<file path="src/rtl/branch_predictor.sv">
// Fetch-side branch predictor: direct-mapped 2-bit counter table plus a BTB, updated from EX.
module branch_predictor #(
  parameter int INDEX_BITS = 4,
  parameter int TAG_BITS   = 30 - INDEX_BITS
) (
  input  logic        CLK,
  input  logic        RST,
  input  logic [31:0] if_pc,
  output logic        pred_taken,
  output logic        pred_hit,
  output logic [31:0] pred_target,
  input  logic        upd_valid,
  input  logic        upd_isBtype,
  input  logic [31:0] upd_pc,
  input  logic        upd_taken,
  input  logic [31:0] upd_target,
  input  logic        upd_pred_taken,
  input  logic [31:0] upd_pred_target,
  output logic        mispredict,
  output logic [31:0] correct_pc,
  output logic [31:0] num_branches,
  output logic [31:0] num_mispredicts
);

  localparam int unsigned ENTRIES = 1 << INDEX_BITS;

  logic                valid_q  [ENTRIES];
  logic                valid_d  [ENTRIES];
  logic [TAG_BITS-1:0] tag_q    [ENTRIES];
  logic [TAG_BITS-1:0] tag_d    [ENTRIES];
  logic [31:0]         target_q [ENTRIES];
  logic [31:0]         target_d [ENTRIES];
  logic [1:0]          ctr_q    [ENTRIES];
  logic [1:0]          ctr_d    [ENTRIES];

  logic [31:0] num_branches_q, num_branches_d;
  logic [31:0] num_mispredicts_q, num_mispredicts_d;

  logic [INDEX_BITS-1:0] if_idx, upd_idx;
  logic [TAG_BITS-1:0]   if_tag, upd_tag;
  logic                  upd_en, upd_hit;
  logic [31:0]           upd_fallthru, upd_act;

  always_comb begin
    if_idx      = if_pc[INDEX_BITS+1:2];
    if_tag      = if_pc[31:INDEX_BITS+2];
    pred_hit    = valid_q[if_idx] && (tag_q[if_idx] == if_tag);
    pred_taken  = pred_hit && ctr_q[if_idx][1];
    pred_target = pred_taken ? target_q[if_idx] : if_pc + 32'd4;
  end

  always_comb begin
    upd_idx      = upd_pc[INDEX_BITS+1:2];
    upd_tag      = upd_pc[31:INDEX_BITS+2];
    upd_en       = upd_valid & upd_isBtype;
    upd_hit      = valid_q[upd_idx] && (tag_q[upd_idx] == upd_tag);
    upd_fallthru = upd_pc + 32'd4;
    upd_act      = upd_taken ? upd_target : upd_fallthru;
    mispredict   = upd_en & ((upd_pred_taken != upd_taken) |
                             (upd_taken & (upd_pred_target != upd_target)));
    correct_pc   = upd_en ? upd_act : upd_fallthru;
  end

  always_comb begin
    valid_d           = valid_q;
    tag_d             = tag_q;
    target_d          = target_q;
    ctr_d             = ctr_q;
    num_branches_d    = num_branches_q;
    num_mispredicts_d = num_mispredicts_q;
    if (upd_en) begin
      num_branches_d = num_branches_q + 32'd1;
      if (mispredict) begin
        num_mispredicts_d = num_mispredicts_q + 32'd1;
      end
      if (upd_hit) begin
        if (upd_taken) begin
          if (ctr_q[upd_idx] != 2'b11) begin
            ctr_d[upd_idx] = ctr_q[upd_idx] + 2'd1;
          end
          target_d[upd_idx] = upd_target;
        end else if (ctr_q[upd_idx] != 2'b00) begin
          ctr_d[upd_idx] = ctr_q[upd_idx] - 2'd1;
        end
      end else if (upd_taken) begin
        valid_d[upd_idx]  = 1'b1;
        tag_d[upd_idx]    = upd_tag;
        target_d[upd_idx] = upd_target;
        ctr_d[upd_idx]    = 2'b10;
      end
    end
  end

  always_ff @(posedge CLK) begin
    if (RST) begin
      for (int unsigned i = 0; i < ENTRIES; i++) begin
        valid_q[i]  <= 1'b0;
        tag_q[i]    <= '0;
        target_q[i] <= '0;
        ctr_q[i]    <= 2'b01;
      end
      num_branches_q    <= '0;
      num_mispredicts_q <= '0;
    end else begin
      valid_q           <= valid_d;
      tag_q             <= tag_d;
      target_q          <= target_d;
      ctr_q             <= ctr_d;
      num_branches_q    <= num_branches_d;
      num_mispredicts_q <= num_mispredicts_d;
    end
  end

  always_comb begin
    num_branches    = num_branches_q;
    num_mispredicts = num_mispredicts_q;
  end

endmodule
</file>
<file path="config.mk">
export PLATFORM = sky130hd
export DESIGN_NAME = branch_predictor
export DESIGN_NICKNAME = d
export VERILOG_FILES = /design/src/rtl/branch_predictor.sv
export SDC_FILE = /design/constraint.sdc
export NUM_CORES = 2
export LEC_CHECK = 0
export BUFFER_PORTS_ARGS = -buffer_cell sky130_fd_sc_hd__buf_2
export CAP_MARGIN = 20
export CELL_PAD_IN_SITES_DETAIL_PLACEMENT = 1
export CELL_PAD_IN_SITES_GLOBAL_PLACEMENT = 1
export CORE_MARGIN = 1.5
export CORE_UTILIZATION = 43
export CTS_CLUSTER_SIZE = 25
export DETAILED_ROUTE_END_ITERATION = 8
export PLACE_DENSITY = 0.79
export SYNTH_ARGS = -nofsm -noshare
export SYNTH_HDL_FRONTEND = slang
export SYNTH_SLANG_ARGS = --single-unit
</file>
<file path="constraint.sdc">
create_clock -name CLK -period 4.4 [get_ports CLK]
set_input_delay 0.44 -clock CLK [delete_from_list [all_inputs] [get_ports CLK]]
set_output_delay 0.44 -clock CLK [all_outputs]
set_load 0.02 [all_outputs]
</file>
==> reports/qor.txt <==
status = finished, violations left
failing checks = negative setup slack
slowest CP cell = mux4_2
IO buf count = 264
drt drc = 0
CP peak stage delay = 0.58 ns
Placer Congestion = 0.974
clock buffer depth = 3
RSZ-0062 raised after global routing = true
main flop type after synthesis = dfxtp_1
Worst Hold Class = input port to flop
root buffer cell = clkbuf_16
area grow syn2layout = 16.0%
Top Layer Used = met5
final wirelength = 235000 um
CP Max Fanout = 5
min Tclk post-route = 4.72 ns
Routed met2 length = 106000 um
vias = 51500
register area share after synthesis = 39.1%
TritonCTS clock tree = yes
Post-synth EDFFs = 0
Least-Margin Pin Slew = 1.07 ns
worst-path cell chain = mux4_2 -> mux4_2 -> xnor2_2 -> nand2_1 -> or4b_4 -> nor3_4 -> nor3b_4 -> buf_12 -> buf_12 -> buf_16 -> mux2_4 -> buf_6
leading area contributor after synthesis = dfxtp_1
gr usage total = 36.3%
ranking of synthesized cells by area = dfxtp_1 (39%), mux4_2 (16%), a21oi_1 (8.0%)
Tcrit/Tclk final = 107%
routed vias/inst = 6.68
CP endpoint kind = output pin
Post-CTS Hold Fix Bufs = 0
endpoints failing setup = 32
CP Class = flop to output pin
final worst setup slack = -0.317 ns
Reg clk slew, reported paths = 0.06 ns
H-Tree Depth = 3
drt first-iter violations = 6836
Initial Util = 43.5%
largest net degree at the start of global routing = 114
Avg Cell Area, Syn = 8.98 um2
Mapped Cells = 5930
CP Data Required Time = 3.96 ns
Setup WS pre-CTS = -0.193 ns
Die Wd = 355 um
die area = 126000 um2
Final Hold Viols = 0
WHS Path Cells = 3
Power Dens Cells = 341 nW/um2
reg2reg path depth = 12
net count after synthesis = 6073
1st-pass router iterations = 8
Slew HR = 28.7%
worst skew pair latency = 0.74 ns
worst hold slack = 0.126 ns
Slew Viols, Final = 0
synth unique cells = 70
fmax = 212 MHz
Ports = 265
Post-Syn Area = 53300 um2
Congestion Overflow GR = 0
worst vdd ir = 0.000358 V
fin nets = 6133
layout cell share with drive strength beyond 1 = 21.2%
Metal-1 WL = 84100 um
vias in the first global route = 52900
top-count cell post-synth = nand2_1
core region area = 122000 um2
Max-cap violations = 0
met3 routed WL = 26600 um
TritonCTS Buffers = 110
Routed Antenna Nets = 0
Detail Placement HPWL = 148000 um
CTS Sinks = 1040
initial antenna violation count = 17
final setup skew = 0.0461 ns
global-route wire length before repair = 345000 um
P_leak = 22.7 nW
WP depth = 12
Yosys top cell area share = 39.1%
post-layout util = 50.5%
Die Span Y = 355 um
CP arrival = 4.28 ns
WP buf/inv = 4
FF+latch count, synth = 1040
Async SR Flop Fraction = 0%
Core Rows = 128
drt wl/cell = 30.5 um
YS warnings = 0
most frequent cells after synthesis = nand2_1 (1127), dfxtp_1 (1040), a21oi_1 (849)
top cell family by delay on the critical path = multiplexers
crit path launch type = flop
per-layer routing:
metal  vias to the layer above  track usage, %
met5                         -               0
met4                        14            25.7
met3                      1019            9.66
met2                      3333            56.4
met1                     26000            43.6
li1                      21100               -
sequential cells by signal, summed over array words and instances (netlist names):
name	flops
tag_q	416
ctr_q	32
target_q	512
num_mispredicts	32
valid_q	16
num_branches	32
worst paths after layout:
check,from,endpoint,slack [ns]
worst max-delay path,tag_q[347],pred_target[8],-0.32
worst max register to register,tag_q[105],tag_q[15],0.35
worst min register to register,target_q[303],target_q[303],0.45
worst min-delay path,upd_pc[30],tag_q[102],0.13
worst min-delay path: stages:
cell	delay, ns
buf_2	0.20
nand3_1	0.10
a21oi_1	0.05
layout make-up:
type                    count  area, um2
diodes                      8       20.0
clock buffers             152       3140
clock inverters            52        553
fillers                 13900      60500
inverters                  41        154
multi-input cells        4187      29800
flip-flops and latches   1040      20800
well taps                1625       2030
repair buffers            610       5280
timing repair:
| item | in CTS | in global routing |
|---|---|---|
| endpoints found under the setup margin | 33 | 34 |
| setup buffers | 3 | 0 |
| resized for setup | 108 | 15 |
| pin swaps | 4 | 6 |
| gates cloned | 4 | 0 |
cell usage in the layout, fill, tap and decap left out, types with 112 or more instances in the layout:
master	count
o21ba_1	128
clkbuf_16	112
nand2_1	1126
nor2_1	146
nand3_1	333
a21oi_1	848
and3_1	121
buf_4	258
o21ai_0	336
buf_2	225
mux4_2	390
dfxtp_1	1038
per-stage QoR:
step / power, mW / cells / setup TNS, ns / cell area, um2
2_1_floorplan: 10.6 / 5930 / 0 / 53300
3_3_place_gp: 11.4 / 7496 / -1.66 / 57500
3_5_place_dp: 11.4 / 7496 / -5.27 / 57500
4_1_cts: 21.0 / 7707 / -9.16 / 61700
5_1_grt: 21.5 / 7711 / -9.74 / 61800
6_report: 21.1 / 7715 / -9.08 / 61800
power breakdown:
group,switching (mW),leakage [nW],total (mW),internal [mW]
Clock,4.24,1.80,9.76,5.52
Sequential,0.0300,8.38,9.48,9.45
Combinational,1.24,12.5,1.85,0.610
Total,5.51,22.7,21.1,15.6
kinds of logic after synthesis:
logic type               synth area share, %
multiplexers                            18.8
flip-flops                              39.1
adder cells (fa/ha/maj)                0.211
XOR/XNOR                                2.89
buffers and inverters                   5.92
AO/OA/AOI/OAI                           17.1
AND/OR/NAND/NOR                         16.0
Power figures use the tool's default switching activity.
